`config.mk`:
```
export PLATFORM = sky130hd
export DESIGN_NAME = jtl_delay_meter
export DESIGN_NICKNAME = d
export VERILOG_FILES = /design/src/rtl/jtl_delay_meter.sv
export SDC_FILE = /design/constraint.sdc
export NUM_CORES = 1
export LEC_CHECK = 0
export ABC_AREA = 1
export ABC_CLOCK_PERIOD_IN_PS = 2050
export CORE_MARGIN = 4
export CORE_UTILIZATION = 55
export CTS_CLUSTER_DIAMETER = 30
export DETAILED_ROUTE_END_ITERATION = 16
export GPL_TIMING_DRIVEN = 0
export PLACE_DENSITY = 0.79
export SLEW_MARGIN = 25
export SYNTH_ARGS = -nofsm -noshare
export SYNTH_HDL_FRONTEND = slang
export SYNTH_SLANG_ARGS = --single-unit
export TNS_END_PERCENT = 10
```
`constraint.sdc`:
```
create_clock -name clk -period 2.05 [get_ports clk]
set_input_delay 0.3075 -clock clk [delete_from_list [all_inputs] [get_ports clk]]
set_output_delay 0.3075 -clock clk [all_outputs]
set_load 0.01 [all_outputs]
```
`src/rtl/jtl_delay_meter.sv`:
```
// -----------------------------------------------------------------------------
// jtl_delay_meter
// Measures the propagation delay, in clk cycles, of a Josephson transmission
// line. The stimulus and response lines are both toggle-coded, so every level
// change on either line is one event. After an arm request, the next input
// event starts a counter and the next output event stops it. A measurement
// that runs for TIMEOUT cycles with no output event is aborted.
//
// Parameters
//   CNT_W    width of the delay counter and of the result
//   TIMEOUT  longest delay before a measurement aborts (1 .. 2^CNT_W-1)
//
// Ports
//   clk      single clock; all state changes on its rising edge
//   rst_n    asynchronous active-low reset
//   in_evt   toggle-coded stimulus line (JTL input)
//   out_evt  toggle-coded response line (JTL output)
//   arm      one-cycle request to start a measurement (used only in IDLE)
//   busy     high while armed or measuring
//   delay    last measured delay; held until the next valid or timeout
//   valid    one-cycle strobe marking a new delay value
//   timeout  one-cycle strobe marking an aborted measurement
//   err      sticky flag for an out_evt event nobody was waiting for
//   evt_cnt  count of out_evt events since reset, wraps modulo 256
// -----------------------------------------------------------------------------
module jtl_delay_meter #(
   parameter int unsigned CNT_W   = 16,
   parameter int unsigned TIMEOUT = 1000
) (
   input  logic             clk,
   input  logic             rst_n,
   input  logic             in_evt,
   input  logic             out_evt,
   input  logic             arm,
   output logic             busy,
   output logic [CNT_W-1:0] delay,
   output logic             valid,
   output logic             timeout,
   output logic             err,
   output logic [7:0]       evt_cnt
);

   typedef enum logic [1:0] {
      IDLE    = 2'd0,
      ARMED   = 2'd1,
      MEASURE = 2'd2,
      DONE    = 2'd3
   } state_t;

   localparam logic [CNT_W-1:0] TIMEOUT_V = CNT_W'(TIMEOUT);

   state_t           state, state_nxt;
   logic [1:0]       in_sync, out_sync;
   logic             in_prev, out_prev;
   logic             in_ev, out_ev;
   logic [CNT_W-1:0] cnt, cnt_nxt, cnt_inc;
   logic [CNT_W-1:0] delay_nxt;
   logic             timeout_nxt;
   logic             err_nxt;

   // Two-flop synchronizers plus a previous-value flop for edge detection.
   // The previous-value flops reset to 0, so a line already high when reset
   // releases produces one event.
   always_ff @(posedge clk or negedge rst_n) begin
      if (!rst_n) begin
         in_sync  <= '0;
         out_sync <= '0;
         in_prev  <= 1'b0;
         out_prev <= 1'b0;
      end else begin
         in_sync  <= {in_sync[0], in_evt};
         out_sync <= {out_sync[0], out_evt};
         in_prev  <= in_sync[1];
         out_prev <= out_sync[1];
      end
   end

   assign in_ev   = in_sync[1] ^ in_prev;
   assign out_ev  = out_sync[1] ^ out_prev;
   assign cnt_inc = cnt + CNT_W'(1);

   always_ff @(posedge clk or negedge rst_n) begin
      if (!rst_n) state <= IDLE;
      else        state <= state_nxt;
   end

   always_comb begin
      state_nxt   = state;
      cnt_nxt     = cnt;
      delay_nxt   = delay;
      timeout_nxt = 1'b0;
      err_nxt     = err;
      busy        = 1'b0;
      valid       = 1'b0;
      case (state)
         IDLE: begin
            if (out_ev) err_nxt = 1'b1;
            if (arm) state_nxt = ARMED;
         end
         ARMED: begin
            busy = 1'b1;
            if (in_ev && out_ev) begin
               delay_nxt = '0;
               state_nxt = DONE;
            end else if (in_ev) begin
               cnt_nxt   = '0;
               state_nxt = MEASURE;
            end else if (out_ev) begin
               err_nxt = 1'b1;
            end
         end
         MEASURE: begin
            busy    = 1'b1;
            cnt_nxt = cnt_inc;
            // An output event on the very cycle the limit is reached still
            // counts as a completed measurement.
            if (out_ev) begin
               delay_nxt = cnt_inc;
               state_nxt = DONE;
            end else if (cnt_inc == TIMEOUT_V) begin
               delay_nxt   = TIMEOUT_V;
               timeout_nxt = 1'b1;
               state_nxt   = IDLE;
            end
         end
         DONE: begin
            valid     = 1'b1;
            if (out_ev) err_nxt = 1'b1;
            state_nxt = IDLE;
         end
         default: state_nxt = IDLE;
      endcase
   end

   always_ff @(posedge clk or negedge rst_n) begin
      if (!rst_n) begin
         cnt     <= '0;
         delay   <= '0;
         timeout <= 1'b0;
         err     <= 1'b0;
         evt_cnt <= '0;
      end else begin
         cnt     <= cnt_nxt;
         delay   <= delay_nxt;
         timeout <= timeout_nxt;
         err     <= err_nxt;
         evt_cnt <= evt_cnt + {7'd0, out_ev};
      end
   end

endmodule
```
==> metrics.txt <==
status=finished clean; Post-CTS Hold Fix Bufs=0; GR Overflow Total=0; RSZ-0062 raised after global routing=true; First-pass DRT Iterations=4; via count=2,276; die area=5810 µm²; Ys Warns=0; hold slack=0.0224 ns; Avg Synthesized Cell Area=7.95 µm²; area of the multi-input gates=1220 µm²; Final Hold Vio Count=0; reg-to-reg slack, setup=0.02 ns; later-pin clock latency in the skew report=0.30 ns; Worst Skew=0.00962 ns; total core area=4410 µm²; Synth Register Bits=50; Post-Syn Nets=335; Synth top area share=48.9%; CTS tree=done; FF-to-FF path depth=15; nets@finish=382; Final Max Slew Viols=0; Max Clk Rate=494 MHz; most frequent cells in the layout=nand2_1, dfrtp_1, nand3_1, inv_1, clkdlybuf4s50_1; crit path kind=flip-flop to flip-flop; fillcell total=354; ant diodes=0; fin cells=422; layout cells sized above 1=15.1%; post-synthesis sequential area ratio=48.9%; Pleak=1.52 nW; most common library cell in the layout ignoring fill and taps=nand2_1; FF/Latch Area=1250 µm²; CP arrival=2.28 ns; maximum clock insertion buffer count=2; power per cell area=1120 nW/µm²; cell area after synthesis=2560 µm²; Total GRT Usage=20.5%; DRT antenna net count=0; Crit Reg-Reg Endpoint=delay[5]; hold crit path type=input port to asynchronous set/reset pin; Rel. slew slack=58.5%; final wirelength=5.89 mm; # setup viols final=0; initial drt markers=188; drc violations=0; Distinct cells, synth=28; CP endpoint kind=flip-flop; R2R Path Start=cnt[1]; largest net degree at the start of global routing=51; initial antenna violation count=0; Layout area overhead=27.8%; placed instance area=2940 µm²; Die W=76.2 µm; die height=76.2 µm; I/O Pins=33; clk slew on worst S/H paths=0.09 ns; Worst Setup Start Kind=flip-flop; CTS H-tree depth=2; Worst Tran Pin Value=0.622 ns; Detailed Place HPWL=4.12 mm; Yosys top cell by area=dfrtp_1; min Tclk post-route=2.03 ns; pre-CTS WS=-0.187 ns; Final Cell Area=3270 µm²; MaxCap Viol Count=0; VDD IR-drop max=1.02 mV; Placed Instances=406; Tcrit/Tclk final=98.8%; Sink Count=50; Clock Root Buffer=clkbuf_8; required time worst endpoint=2.30 ns; Crit Path Max Fanout=8; Mapped Cells=322; routability congestion estimate from global placement=0.882; first-pass GRT wire length=9.89 mm; Initial Util=58.0%; vias in the first global route=2,259; total clock buffers created by CTS=5; slack of the critical path=0.0239 ns; PortBufs=32; Row Count=24; ranking of synthesized cells by area=dfrtp_1, nand2_1, nand3_1; Via density=5.39; routed len/inst=14.0 µm
==> state kept, by name, summed over array words and instances (netlist names) <==
name      cells
in_sync       2
in_prev       1
out_prev      1
err           1
timeout       1
delay        16
cnt          16
state         2
evt_cnt       8
out_sync      2
==> cell usage after synthesis <==
cell type / count
nand2_2: 3
clkbuf_1: 3
o21ai_0: 9
ha_1: 8
buf_2: 2
buf_6: 3
inv_1: 34
a31o_2: 1
inv_2: 1
o21a_1: 1
nand3b_1: 1
nand3_2: 1
o22ai_1: 11
nand3_1: 34
a21oi_1: 3
dfrtp_1: 50
nor2_2: 1
xor2_1: 4
o31ai_1: 1
xnor2_1: 5
nor2_4: 1
nand2_1: 97
nand4_1: 5
nor2_1: 36
o21ai_1: 2
nor3_1: 3
or2_2: 1
clkinv_1: 1
==> timing repair <==
action,in CTS,in global routing
hold endpoints to repair,0,0
gates cloned,0,2
setup endpoints to repair,18,31
buffers inserted,3,3
resized for setup,5,41
pin swaps,0,13
==> how the worst max path moves through the flow <==
stage / from / end / slack (ns)
2_1_floorplan: cnt[0] / delay[0] / 0.17
3_3_place_gp: rst_n / state[0] / -0.77
3_5_place_dp: cnt[0] / delay[0] / -0.19
4_1_cts: cnt[0] / delay[0] / 0.02
5_1_grt: cnt[1] / delay[0] / -0.13
6_report: cnt[1] / delay[5] / 0.02
==> critical path: stages (launching register included) <==
cell and delay (ns):
dfrtp_1 0.42, ha_4 0.19, nand3_4 0.11, inv_2 0.09, nand2_1 0.05, nand2_1 0.07, nand2_2 0.09, nor2_2 0.12
nand2_1 0.08, nor2_2 0.12, nand3_2 0.08, nand2_2 0.11, buf_6 0.16, clkbuf_16 0.15, nand3_1 0.07, nand2_1 0.07
==> where the power goes <==
part	internal, mW	total (mW)	switching [mW]
sequential	1.20	1.41	0.214
clock	0.364	0.692	0.327
combinational	0.709	1.54	0.834
==> metrics by stage <==
stage | TNS (ns) | util [%] | total power [mW]
after floorplan | 0 | - | 2.18
after global placement | -39.89 | 66.7 | 2.72
after detailed placement | -2.31 | 66.6 | 2.76
after CTS | 0 | 69.9 | 3.50
after global routing | -1.66 | 74.1 | 3.92
final | 0 | 74.1 | 3.65
==> kinds of logic after synthesis <==
kind of cell	after synthesis	share of synthesized area, %
compound gates	28	6.36
xor+xnor	9	3.08
fa+ha+maj	8	3.91
buf+inv	44	7.43
flops	50	48.9
simple gates	183	30.3
==> area by class of cell <==
class	instances	share of cell area, %
flip-flops and latches	50	38.4
well taps	52	1.99
multi-input cells	228	37.3
clock inverters	2	1.15
inverters	36	4.13
repair buffers	40	12.8
clock buffers	6	2.22
plain buffers	8	2.03
==> per-layer routing <==
layer / vias up / share of wire (%) / wire (µm) / track usage, %
met3: 14 / 3.8 / 222 / 4.14
met5: - / 0 / 0 / 0
li1: 1130 / - / - / -
met4: 0 / 2.5 / 147 / 7.34
met1: 1085 / 44 / 2620 / 25.3
met2: 47 / 49 / 2900 / 35.2
No activity file was read; power rests on OpenSTA's default activity.
